<file path="src/rtl/img_byte_writer.sv">
// Host-link byte packer: waits for a frame sync byte, assembles R,G,B triplets
// into pixels and writes them to the frame RAM at consecutive addresses.
//
// state   | meaning
// --------+------------------------------------------------------------------
// IDLE    | waiting for the sync byte; all other bytes ignored
// RECV    | collecting R,G,B bytes; one RAM write per completed pixel
// DONE    | final pixel written; one cycle, raises frame_done, bytes dropped
module img_byte_writer #(
  parameter int                    RGB_WIDTH  = 24,
  parameter int                    DATA_WIDTH = 8,
  parameter int                    IMG_WIDTH  = 80,
  parameter int                    IMG_HEIGHT = 120,
  parameter int                    ADDR_WIDTH = $clog2(IMG_WIDTH*IMG_HEIGHT),
  parameter logic [DATA_WIDTH-1:0] SYNC_BYTE  = 8'hAA
) (
  input  logic                  clk,
  input  logic                  reset_n,
  input  logic [DATA_WIDTH-1:0] rx_data,
  input  logic                  rx_valid,
  input  logic                  abort,
  output logic                  we,
  output logic [ADDR_WIDTH-1:0] waddr,
  output logic [RGB_WIDTH-1:0]  wdata,
  output logic                  frame_done,
  output logic                  busy
);

  localparam int unsigned           NUM_PIX  = IMG_WIDTH * IMG_HEIGHT;
  localparam logic [ADDR_WIDTH-1:0] LAST_PIX = ADDR_WIDTH'(NUM_PIX - 1);

  localparam logic [1:0] ST_IDLE = 2'd0;
  localparam logic [1:0] ST_RECV = 2'd1;
  localparam logic [1:0] ST_DONE = 2'd2;

  localparam logic [1:0] PH_R = 2'd0;
  localparam logic [1:0] PH_G = 2'd1;

  logic [1:0]            state;
  logic [1:0]            byte_phase;
  logic [ADDR_WIDTH-1:0] pix_cnt;
  logic [DATA_WIDTH-1:0] r_hold;
  logic [DATA_WIDTH-1:0] g_hold;

  assign busy = (state != ST_IDLE);

  always_ff @(posedge clk) begin
    if (!reset_n) begin
      state      <= ST_IDLE;
      byte_phase <= PH_R;
      pix_cnt    <= '0;
      r_hold     <= '0;
      g_hold     <= '0;
      we         <= 1'b0;
      waddr      <= '0;
      wdata      <= '0;
      frame_done <= 1'b0;
    end else begin
      // Strobes default low; waddr/wdata hold between writes.
      we         <= 1'b0;
      frame_done <= 1'b0;
      if (abort) begin
        // Partial pixel is dropped by clearing the phase; RAM keeps what was written.
        state      <= ST_IDLE;
        byte_phase <= PH_R;
        pix_cnt    <= '0;
      end else begin
        case (state)
          ST_IDLE: begin
            if (rx_valid && (rx_data == SYNC_BYTE)) begin
              state      <= ST_RECV;
              byte_phase <= PH_R;
              pix_cnt    <= '0;
            end
          end
          ST_RECV: begin
            if (rx_valid) begin
              case (byte_phase)
                PH_R: begin
                  r_hold     <= rx_data;
                  byte_phase <= PH_G;
                end
                PH_G: begin
                  g_hold     <= rx_data;
                  byte_phase <= 2'd2;
                end
                default: begin
                  byte_phase <= PH_R;
                  we         <= 1'b1;
                  waddr      <= pix_cnt;
                  wdata      <= {r_hold, g_hold, rx_data};
                  if (pix_cnt == LAST_PIX) begin
                    pix_cnt <= '0;
                    state   <= ST_DONE;
                  end else begin
                    pix_cnt <= pix_cnt + ADDR_WIDTH'(1);
                  end
                end
              endcase
            end
          end
          ST_DONE: begin
            frame_done <= 1'b1;
            state      <= ST_IDLE;
          end
          default: begin
            state      <= ST_IDLE;
            byte_phase <= PH_R;
          end
        endcase
      end
    end
  end

endmodule

</file>
<file path="config.mk">
export PLATFORM = sky130hd
export DESIGN_NAME = img_byte_writer
export DESIGN_NICKNAME = d
export VERILOG_FILES = /design/src/rtl/img_byte_writer.sv
export SDC_FILE = /design/constraint.sdc
export NUM_CORES = 1
export LEC_CHECK = 0
export BUFFER_PORTS_ARGS = -buffer_cell sky130_fd_sc_hd__buf_2
export CAP_MARGIN = 20
export CORE_MARGIN = 2
export CORE_UTILIZATION = 59
export DETAILED_ROUTE_END_ITERATION = 8
export PLACE_DENSITY_LB_ADDON = 0.12
export REMOVE_ABC_BUFFERS = 1
export SYNTH_ARGS = -nofsm -noshare
export SYNTH_HDL_FRONTEND = slang
export SYNTH_SLANG_ARGS = --single-unit
</file>
<file path="constraint.sdc">
create_clock -name clk -period 5.5 [get_ports clk]
set_input_delay 0.275 -clock clk [delete_from_list [all_inputs] [get_ports clk]]
set_output_delay 0.275 -clock clk [all_outputs]
set_load 0.03 [all_outputs]
</file>
After elaboration in Yosys (flattened, before gate mapping)
Cells that the tools add are included.

Bits in latches: 0. Word-level logic and storage cells: 55. Bits in read-only memories: 0. Memories kept: 0. RAM bits: 0. Register bits: 74.

Multipliers: 0. Order comparisons: 0. Reduce and logical (&&, ||, !) cells: 14. Bitwise gates (word level): 6. Add/sub/neg operators: 1. Mux-type cells: 16. Div/mod/pow operators: 0. Shift-type cells: 0. Eq/ne operators: 9.

Operator list (number): $mux 14 (4); $pmux 14 s2 (1); $reduce_and 4->1 (5); $add 14x1->14 const B (1); $eq 14x14->1 const B (1); $mux 2 (6); $eq 8x8->1 const B (1); $ne 2x2->1 const B (4); $pmux 2 s2 (2); $not 1->1 (6); $pmux 2 s3 (1); $eq 2x1->1 const B (2); $logic_not 2->1 (2); $reduce_bool 2->1 (2); $reduce_or 2->1 (2); $reduce_or 4->1 (1); $reduce_and 3->1 (1); $eq 2x2->1 const B (1); $mux 1 (2); $logic_and 1x1->1 (1).

Longest topological paths before layout
Depth after elaboration: 5. Depth in mapped cells: 8.

Least setup slack after synthesis
OpenSTA, ideal clock, no wires.

Path kind: register to register. From: register state[0]. To: register pix_cnt[0]. Arrival: 1767 ps. Cell stages (with the launch flop): 7. Required time: 5430 ps. Setup slack: 3663 ps. Library setup time: 70 ps. Path buffers: 1. Period minus slack after synthesis: 1837 ps. Cells stage by stage: dfxtp_1 buf_6 or2_4 nor4_4 nor2_2 or4_1 a21oi_1.

Word-level cells in the longest chain between the ends: 3. Elaborated cells on any way between the ends: 8. Classes of those cells: 4 x eq/ne; 1 x mux; 3 x reduce/logical.

RTL lines: start, declared (RTL line 39) `logic [1:0] state;`; start signal, assigned (RTL line 49) `state <= ST_IDLE;`; start signal, assigned (RTL line 64) `state <= ST_IDLE;`; start signal, assigned (RTL line 71) `state <= ST_RECV;`; $eq 2x1->1 / $logic_not 2->1 (equally long branches) (RTL line 68) `case (state)`; $ne 2x2->1 (no source line) / $reduce_bool 2->1 (equally long branches); $reduce_and 4->1 (no source line); end signal, assigned (RTL line 96) `pix_cnt <= pix_cnt + ADDR_WIDTH'(1);`; end, declared (RTL line 41) `logic [ADDR_WIDTH-1:0] pix_cnt;`.

Parallel ways exist; a longest one is shown, timed or not. A chain may end at the register's enable or synchronous reset.

Final worst setup path
From: input port reset_n. To: register pix_cnt[5].

Word-level cells in the longest chain between the ends: 2.

RTL lines: start, declared (RTL line 18) `input logic reset_n,`; $not 1->1 (no source line); $reduce_or 2->1 (no source line).

Every way passes these cells.

==> impl_metrics.tcl <==
set metrics [dict create \
    cts.repair.resized 0 \
    yosys_warnings 0 \
    critical_path_class "primary input to register" \
    wl_mm 6.58 \
    viasPerCell 5.50 \
    grt_first_pass_wirelength_mm 11.0 \
    final_common_cell "nand2_1" \
    worstPathArrival_ps 2590 \
    slew_headroom_pct 40.4 \
    layout_min_cycle_time_ps 2350 \
    setup_violations 0 \
    cts_setup_buffers 0 \
    clk_pin_slew_worst_paths_ps 80 \
    finalHoldViolCount 0 \
    ys.flop_type "dfxtp_1" \
    layout_common_cells "nand2_1 (88), dfxtp_1 (74), buf_2 (52)" \
    synth_top_cell_by_area "dfxtp_1" \
    cts_max_level 3 \
    rsz0062_at_grt "false" \
    fp.dieH_um 76.2 \
    power.leakage_nw 1.46 \
    use_met2_pct 35.7 \
    outcome "finished, final reports clean" \
    ant_nets 0 \
    ys_types 43 \
    cts_tree "done" \
    met1_usage_pct 31.5 \
    num_rows 26 \
    ys_ff_latch 74 \
    max-cap-violations 0 \
    final_nets 410 \
    dieArea_um2 5810 \
    synth-async-reset-ratio_pct 0 \
    drt_first_pass_iters 4 \
    cts_sinks 74 \
    syn_avg_cell_area_um2 8.82 \
    powerDensity_nw_per_um2 284 \
    ioPinCount 53 \
    grt-ovfl-total 0 \
    ys_top_cells_by_area "dfxtp_1 (48%), nand2_1 (11%), a21boi_0 (9.3%)" \
    final_cell_area_um2 3600 \
    initial_core_util_pct 60.7 \
    grtUsageMet3_pct 4.27 \
    tightest_slew_ps 887 \
    diodes 0 \
    holdBufCountCts 0 \
    clock_latency_ps 340 \
    min_path_type "primary input to register" \
    grt_start_max_net_pins 57 \
    core_area_um2 5070 \
    top_usage_layer "met2" \
    finalSetupTns_ps 0 \
    vias 2595 \
    critPathMaxStageDelay_ps 570 \
    fin_skew_ps 8.91 \
    clock.fmax_mhz 425 \
    dpl-instance-area_um2 3380 \
    slowest_stage "buf_2" \
    grt_usage_pct 23.3 \
    cp_cell_sequence "buf_2 -> nor2b_1 -> nand2_1 -> nor2_1 -> o21ai_2 -> o41ai_1" \
    report.final.slew_viol_count 0 \
    grt_pass1_vias 2368 \
    numCtsBuffers 9 \
    yosys.area.top_type_share_pct 48.1 \
    wl_per_cell_um 13.9 \
    numPortBuffers 52 \
    period_share_pct 42.8 \
    drtIter0Drc 180 \
    area_growth_pct 16.9 \
    synth_edf_count 0 \
    die_x_um 76.2 \
    cts_root_buf "clkbuf_8" \
    gp_congestion 0.837 \
    crit_required_ps 5740 \
    dp_hpwl_mm 4.42 \
    netlist_area_um2 3080 \
    cts_buffer_depth 2 \
    vdd_drop_max_uv 197 \
    antenna_found_initial 0 \
    layout-drive-gt1-share_pct 19.7 \
    seq_area_frac_synth_pct 48.1 \
    syn_inst 349 \
    drc 0 \
    critPathCaptureType "register" \
    startpoint_type "primary input" \
    critPathMaxFanout 56 \
]
[state kept, by name (all words and copies together) (netlist names)]
register / flops
pix_cnt: 14
frame_done: 1
wdata: 24
g_hold: 8
state: 2
r_hold: 8
waddr: 14
we: 1
byte_phase: 2
[cell families after synthesis]
kind of cell	Yosys count	share of synthesized area (%)
AOI/OAI and AO/OA	72	16.9
adders and majority gates	1	0.406
buffers and inverters	24	3.29
DFF	74	48.1
muxes	16	5.20
and+or+nand+nor	162	26.1
[stage by stage]
step                      hold slack, ps  total power, mW  cells  setup slack, ps  util [%]
after floorplan                      403            0.558    331             2320         -
after global placement               448            0.571    455             2970      66.3
after detailed placement             456            0.572    456             2820      66.6
after CTS                            204             1.03    472             3140      70.9
after global routing                 227             1.05    472             2930      70.9
final                                214             1.02    472             3150      70.9
[worst max-delay path, delay by kind of cell]
kind / cells / cell delay (ps)
buffers and inverters: 1 / 570
AOI/OAI and AO/OA: 2 / 540
and+or+nand+nor: 3 / 1200
[power breakdown]
group | switching (mW) | total [mW] | internal [mW]
sequential | 0.0000200 | 0.535 | 0.535
clock | 0.195 | 0.461 | 0.266
combinational | 0.0138 | 0.0240 | 0.0102
total | 0.208 | 1.02 | 0.812
[worst paths after layout]
kind / start / end / slack, ps / cells after the start
setup / recovery: reset_n / pix_cnt[5]$_SDFFE_PP0P_ / 3150 / 6
hold / removal: rx_data[4] / wdata[4]$_SDFFE_PN0P_ / 210 / 3
setup reg to reg: pix_cnt[0]$_SDFFE_PP0P_ / pix_cnt[13]$_SDFFE_PP0P_ / 3380 / 6
hold reg to reg: waddr[9]$_SDFFE_PN0P_ / waddr[9]$_SDFFE_PN0P_ / 460 / 2
[cell usage after synthesis, types with 2 or more instances]
| master | n |
|---|---|
| a21boi_0 | 38 |
| a21o_1 | 2 |
| a21oi_1 | 7 |
| a22o_1 | 3 |
| buf_2 | 3 |
| clkbuf_1 | 14 |
| dfxtp_1 | 74 |
| inv_1 | 6 |
| mux2i_1 | 16 |
| nand2_1 | 88 |
| nand2b_1 | 3 |
| nand3_1 | 7 |
| nand4_1 | 3 |
| nand4bb_1 | 3 |
| nor2_1 | 15 |
| nor2b_1 | 18 |
| nor3_1 | 9 |
| nor4_1 | 2 |
| nor4_4 | 2 |
| o21ai_0 | 7 |
| o22ai_1 | 3 |
| o32ai_1 | 2 |
| o41ai_1 | 3 |
| or4_1 | 2 |
[routing by layer]
layer | vias to the layer above | part of all wire, %
met1 | 1217 | 47
met4 | 0 | 2.0
met3 | 13 | 5.0
met5 | - | 0
li1 | 1296 | -
met2 | 69 | 46
[layout make-up]
type                    count  area (um^2)
multi-input cells         251         1500
fillers                   410         1480
well taps                  70         87.6
clock inverters             5         77.6
clock buffers              11          141
inverters                   6         22.5
flip-flops and latches     74         1480
repair buffers             55          287
(Power assumes the default switching activity.)
